[src/rtl/multdiv_seq.sv]
// Sequential signed multiply (radix-2 Booth) / divide (non-restoring) unit.
// A single WIDTH-bit lookahead adder is time-shared by every arithmetic step.

module multdiv_seq_cla8 (
   input  logic [7:0] x,
   input  logic [7:0] y,
   input  logic       cin,
   output logic [7:0] sum,
   output logic       cout
);
   logic [7:0] g, p;
   logic [8:0] c;
   logic       acc, prop;

   always_comb begin
      g    = x & y;
      p    = x ^ y;
      c    = '0;
      c[0] = cin;
      acc  = 1'b0;
      prop = 1'b0;
      // each carry is a flat OR of generate terms, not a ripple chain
      for (int i = 0; i < 8; i++) begin
         acc  = g[i];
         prop = p[i];
         for (int j = i - 1; j >= 0; j--) begin
            acc  = acc | (prop & g[j]);
            prop = prop & p[j];
         end
         c[i+1] = acc | (prop & cin);
      end
      sum  = p ^ c[7:0];
      cout = c[8];
   end
endmodule

module multdiv_seq_adder #(
   parameter int WIDTH = 32
) (
   input  logic [WIDTH-1:0] x,
   input  logic [WIDTH-1:0] y,
   input  logic             cin,
   output logic [WIDTH-1:0] sum,
   output logic             cout
);
   localparam int NB = WIDTH / 8;
   logic [NB:0] bc;

   assign bc[0] = cin;
   for (genvar i = 0; i < NB; i++) begin : g_blk
      multdiv_seq_cla8 u_cla (
         .x   (x[8*i +: 8]),
         .y   (y[8*i +: 8]),
         .cin (bc[i]),
         .sum (sum[8*i +: 8]),
         .cout(bc[i+1])
      );
   end
   assign cout = bc[NB];
endmodule

module multdiv_seq #(
   parameter int WIDTH = 32
) (
   input  logic             clock,
   input  logic             reset,
   input  logic [WIDTH-1:0] data_operandA,
   input  logic [WIDTH-1:0] data_operandB,
   input  logic             ctrl_MULT,
   input  logic             ctrl_DIV,
   output logic [WIDTH-1:0] data_result,
   output logic             data_exception,
   output logic             data_resultRDY
);
   localparam int CW = $clog2(WIDTH);

   typedef enum logic [2:0] {IDLE, MUL, DIV, FIX, DONE} state_t;
   state_t state, state_nxt;

   // hi is one bit wider than WIDTH so +/-(most negative) never overflows;
   // during divide hi holds the remainder R and lo the quotient Q.
   logic [WIDTH:0]   hi, nh;
   logic [WIDTH-1:0] lo, a;
   logic [CW-1:0]    cnt;
   logic             qm1, is_div, qneg, dz, ovf;

   logic [WIDTH-1:0] ax, ay, asum;
   logic             acin, acout, sub, xtop, top, start, last, mul_ovf;

   assign start = ctrl_MULT | ctrl_DIV;
   assign last  = (cnt == CW'(WIDTH-1));

   multdiv_seq_adder #(.WIDTH(WIDTH)) u_add (
      .x(ax), .y(ay), .cin(acin), .sum(asum), .cout(acout)
   );

   // The adder is free on a start cycle (any running op aborts), so it
   // forms |A| for a divide there; the divisor stays signed and the
   // add/sub choice folds in its sign instead.
   always_comb begin
      ax   = '0;
      ay   = '0;
      acin = 1'b0;
      sub  = 1'b0;
      xtop = 1'b0;
      if (start) begin
         ay   = data_operandA ^ {WIDTH{data_operandA[WIDTH-1]}};
         acin = data_operandA[WIDTH-1];
      end else begin
         case (state)
            MUL: begin
               sub  = lo[0] & ~qm1;
               ax   = hi[WIDTH-1:0];
               xtop = hi[WIDTH];
               ay   = a ^ {WIDTH{sub}};
               acin = sub;
            end
            DIV: begin
               sub  = ~hi[WIDTH] ^ a[WIDTH-1];
               ax   = {hi[WIDTH-2:0], lo[WIDTH-1]};
               xtop = hi[WIDTH-1];
               ay   = a ^ {WIDTH{sub}};
               acin = sub;
            end
            FIX: begin
               ay   = lo ^ {WIDTH{qneg}};
               acin = qneg;
            end
            default: ;
         endcase
      end
   end

   assign top     = xtop ^ a[WIDTH-1] ^ sub ^ acout;
   assign nh      = (lo[0] ^ qm1) ? {top, asum} : hi;
   assign mul_ovf = (hi[WIDTH-1:0] != {WIDTH{lo[WIDTH-1]}});

   always_ff @(posedge clock or posedge reset) begin
      if (reset) state <= IDLE;
      else       state <= state_nxt;
   end

   always_comb begin
      state_nxt = state;
      if (start) begin
         state_nxt = ctrl_MULT ? MUL : DIV;
      end else begin
         case (state)
            MUL:     if (last) state_nxt = DONE;
            DIV: begin
               if (dz)        state_nxt = DONE;
               else if (last) state_nxt = FIX;
            end
            FIX:     state_nxt = DONE;
            DONE:    state_nxt = IDLE;
            default: state_nxt = IDLE;
         endcase
      end
   end

   always_ff @(posedge clock or posedge reset) begin
      if (reset) begin
         hi             <= '0;
         lo             <= '0;
         a              <= '0;
         cnt            <= '0;
         qm1            <= 1'b0;
         is_div         <= 1'b0;
         qneg           <= 1'b0;
         dz             <= 1'b0;
         ovf            <= 1'b0;
         data_result    <= '0;
         data_exception <= 1'b0;
         data_resultRDY <= 1'b0;
      end else begin
         data_resultRDY <= 1'b0;
         if (state == DONE) begin
            data_resultRDY <= 1'b1;
            data_result    <= (is_div && dz) ? '0 : lo;
            data_exception <= is_div ? (dz | ovf) : mul_ovf;
         end
         if (start) begin
            cnt    <= '0;
            hi     <= '0;
            qm1    <= 1'b0;
            is_div <= ~ctrl_MULT;
            a      <= ctrl_MULT ? data_operandA : data_operandB;
            lo     <= ctrl_MULT ? data_operandB : asum;
            qneg   <= data_operandA[WIDTH-1] ^ data_operandB[WIDTH-1];
            dz     <= (data_operandB == '0);
            ovf    <= (data_operandA == {1'b1, {(WIDTH-1){1'b0}}}) &&
                      (data_operandB == '1);
         end else begin
            case (state)
               MUL: begin
                  cnt <= cnt + CW'(1);
                  hi  <= {nh[WIDTH], nh[WIDTH:1]};
                  lo  <= {nh[0], lo[WIDTH-1:1]};
                  qm1 <= lo[0];
               end
               DIV: if (!dz) begin
                  cnt <= cnt + CW'(1);
                  hi  <= {top, asum};
                  lo  <= {lo[WIDTH-2:0], ~top};
               end
               FIX:     lo <= asum;
               default: ;
            endcase
         end
      end
   end
endmodule
[config.mk]
export PLATFORM = sky130hd
export DESIGN_NAME = multdiv_seq
export DESIGN_NICKNAME = d
export VERILOG_FILES = /design/src/rtl/multdiv_seq.sv
export SDC_FILE = /design/constraint.sdc
export NUM_CORES = 1
export LEC_CHECK = 0
export CAP_MARGIN = 20
export CORE_ASPECT_RATIO = 1.5
export CORE_MARGIN = 3
export CORE_UTILIZATION = 33
export CTS_CLUSTER_SIZE = 16
export DETAILED_ROUTE_END_ITERATION = 10
export GPL_ROUTABILITY_DRIVEN = 1
export PLACE_DENSITY = 0.57
export SYNTH_ARGS = -nofsm -noshare
export SYNTH_HDL_FRONTEND = slang
export SYNTH_SLANG_ARGS = --single-unit
[constraint.sdc]
create_clock -name clock -period 10.71 [get_ports clock]
set_input_delay 2.142 -clock clock [delete_from_list [all_inputs] [get_ports clock]]
set_output_delay 2.142 -clock clock [all_outputs]
set_load 0.01 [all_outputs]
==> flow_metrics.env <==
export IMPL_place_ws_ns=3.56
export IMPL_grt_overflow=0
export IMPL_status="finished clean"
export IMPL_cp_buffers_inverters=3
export IMPL_hpwl_mm=30.7
export IMPL_worst_pin_slew_ns=1.03
export IMPL_syn_num_nets=1496
export IMPL_syn_inst=1388
export IMPL_drive_gt1_share_pct=6.60
export IMPL_final_fill_count=3458
export IMPL_avgRoutedWirePerCell_um=22.9
export IMPL_ys_seq_elements=144
export IMPL_fmax_ghz=0.146
export IMPL_power_frac_clock_pct=31.4
export IMPL_cts_resized=0
export IMPL_worst_r2r_path_depth=24
export IMPL_final_cells=1860
export IMPL_synth_edf_count=0
export IMPL_rsz0062_at_grt="no"
export IMPL_fin_tns_setup_ns=0
export IMPL_ys_top_cells_by_area="dfrtp_1, nand2_1, xnor2_1, o21ai_0, a21oi_1"
export IMPL_final_setup_viol_count=0
export IMPL_yosys_warnings=0
export IMPL_ios=102
export IMPL_drtIter0Drc=1187
export IMPL_vdd_drop_max_uv=130
export IMPL_maxSlewHeadroom_pct=31.0
export IMPL_cts_buffer_depth=2
export IMPL_synth_top_cells_by_count="nand2_1, dfrtp_1, o21ai_0, nor2_1, a21oi_1"
export IMPL_ys_types=80
export IMPL_clock_sinks=144
export IMPL_period_share_pct=63.8
export IMPL_fin_area_um2=13100
export IMPL_critical_path_class="in2reg"
export IMPL_worst_path_stages=16
export IMPL_die_h_um=232
export IMPL_cts_tree="done"
export IMPL_h_tree_depth=4
export IMPL_netSwitchingPower_uw=700
export IMPL_syn_avg_cell_area_um2=8.07
export IMPL_grt_pass1_vias=10700
export IMPL_cpPeakStageDelay_ns=0.69
export IMPL_fin_skew_ns=0.0130
export IMPL_row_count=82
export IMPL_core_region_area_um2=33400
export IMPL_cp_required_ns=11.04
export IMPL_vias_per_cell=6.00
export IMPL_end_kind="flip-flop"
export IMPL_synth_main_ff_cell="dfrtp_1"
export IMPL_period_needed_ns=6.83
export IMPL_synth_most_common_cell="nand2_1"
export IMPL_worstHoldPathCells=2
export IMPL_seq_power_share_pct=35.8
export IMPL_maxCapViolCount=0
export IMPL_combPwrFrac_pct=32.8
export IMPL_crit_top_cell="a21oi_1"
export IMPL_p_int_mw=1.21
export IMPL_place_area_um2=12500
export IMPL_synth_top_area_share_pct=32.2
export IMPL_path_delay_family="compound AO/OA/AOI/OAI gates"
export IMPL_grt_use_total_pct=23.3
export IMPL_port_buffers=101
export IMPL_syn_to_final_growth_pct=17.4
export IMPL_finalNetCount=1535
export IMPL_p_per_area_nw_per_um2=146
export IMPL_min_delay_path_class="reg2reg"
export IMPL_yosysTopAreaCell="dfrtp_1"
export IMPL_drtPass1Iterations=7
export IMPL_synth_area_um2=11200
export IMPL_hold_viol=0
export IMPL_grt_max_degree=86
export IMPL_async_flop_share_pct=100
export IMPL_cts_root_buf="clkbuf_16"
export IMPL_drv_slew=0
export IMPL_path_cells="buf_4 -> inv_2 -> nand2_2 -> buf_4 -> a221oi_1 -> a21oi_1 -> ha_1 -> a21oi_1 -> o21bai_1 -> a21oi_1 -> nor2b_1 -> o21ai_0 -> o211ai_1 -> xnor2_1 -> a21oi_1 -> a221o_1"
export IMPL_netSwitchingFraction_pct=36.6
export IMPL_ys_seq_area_share_pct=32.2
export IMPL_start_util_pct=33.5
export IMPL_postRouteAntennaNets=0
export IMPL_clk_pin_slew_worst_paths_ns=0.06
export IMPL_die_area_um2=36200
export IMPL_cts_made_buffers=17
export IMPL_antenna_found_initial=0
export IMPL_dp_cells=1826
export IMPL_drc=0
export IMPL_place_gp_congestion=0.907
export IMPL_leakagePower_nw=5.34
export IMPL_fin_ws_ns=3.88
export IMPL_post_cts_setup_buffers=0
export IMPL_cts_hold_buf=0
export IMPL_num_vias=11200
export IMPL_die_w_um=156
export IMPL_insertedDiodeCount=0
export IMPL_crit_arrival_ns=7.16
export IMPL_insertion_delay_ns=0.45
export IMPL_slowest_stage="nand2_2"
export IMPL_crit_fanout=60
export IMPL_startpoint_type="input port"
export IMPL_grt_pass1_wl_mm=65.2
export IMPL_routed_wl_mm=42.6
path summary, 6_finish.rpt:
check	end	from	slack, ns
min in group asynchronous	data_result[12]	reset	2.24
hold reg to reg	data_result[24]	data_result[24]	0.47
setup reg to reg	hi[24]	state[2]	4.00
hold / removal	data_result[24]	data_result[24]	0.47
setup / recovery	lo[30]	ctrl_MULT	3.88
max in group asynchronous	hi[21]	reset	7.10
power groups by stage:
stage	Combinational, mW	Clock (mW)	Sequential [mW]
floorplan	0.379	0	0.682
global placement	0.616	0	0.692
detailed placement	0.618	0	0.694
CTS	0.620	0.614	0.684
global route	0.680	0.635	0.694
finish	0.627	0.602	0.685
per-stage QoR:
step,total power [mW],hold slack [ns],util [%]
2_1_floorplan,1.06,0.474,-
3_3_place_gp,1.31,0.461,37.5
3_5_place_dp,1.31,0.470,37.5
4_1_cts,1.92,0.484,39.2
5_1_grt,2.01,0.492,39.3
6_report,1.91,0.473,39.3
sequential cells by signal (all words and copies together), names as in the netlist, 3 cells and up:
name         flops
lo              32
data_result     32
a               32
cnt              5
state            3
hi              33
cell type report:
class	instances	area, um2	share of cell area (%)
well taps	420	526	4.00
clock inverters	13	141	1.08
flip-flops and latches	144	3600	27.4
clock buffers	19	433	3.29
inverters	30	118	0.895
multi-input cells	1105	7100	54.0
repair buffers	129	1230	9.35
cell usage in the layout, fill, tap and decap left out, types with 8 or more instances in the layout:
cell type and n:
nor2_1 109, o22ai_1 35, and3_1 11, clkdlybuf4s50_1 98
nor3_1 25, nor4_1 27, nand4_1 18, ha_1 36
mux2i_1 38, buf_4 27, dfrtp_1 144, inv_1 28
nand3_1 20, a221oi_1 17, o21a_1 9, a22o_1 14
a22oi_1 56, o21ai_0 124, xnor2_1 77, xor2_1 44
a21oi_1 103, a221o_1 10, clkbuf_16 17, a211oi_1 16
nand2_1 185, a31oi_1 11, a21o_1 8, o221ai_1 8
worst min-delay path, cell delays in order, from the launching register on:
cell	delay (ns)
dfrtp_1	0.34
nand2_1	0.04
o21ai_0	0.05
metal layers:
layer / part of all wire (%) / global-route usage (%) / vias to the layer above
li1: - / - / 5152
met1: 41 / 29.9 / 5360
met2: 48 / 38.4 / 541
met3: 6.2 / 3.66 / 103
met4: 4.5 / 10.2 / 0
met5: 0 / 0 / -
cells by family after synthesis:
kind of cell	count (synthesis)	synth area share, %
AO/OA/AOI/OAI	473	28.0
AND/OR/NAND/NOR	432	17.2
multiplexers	38	3.40
XOR/XNOR	122	9.61
flip-flops	144	32.2
buffers and inverters	139	4.85
adder cells (fa/ha/maj)	40	4.74
(Power assumes the default switching activity.)
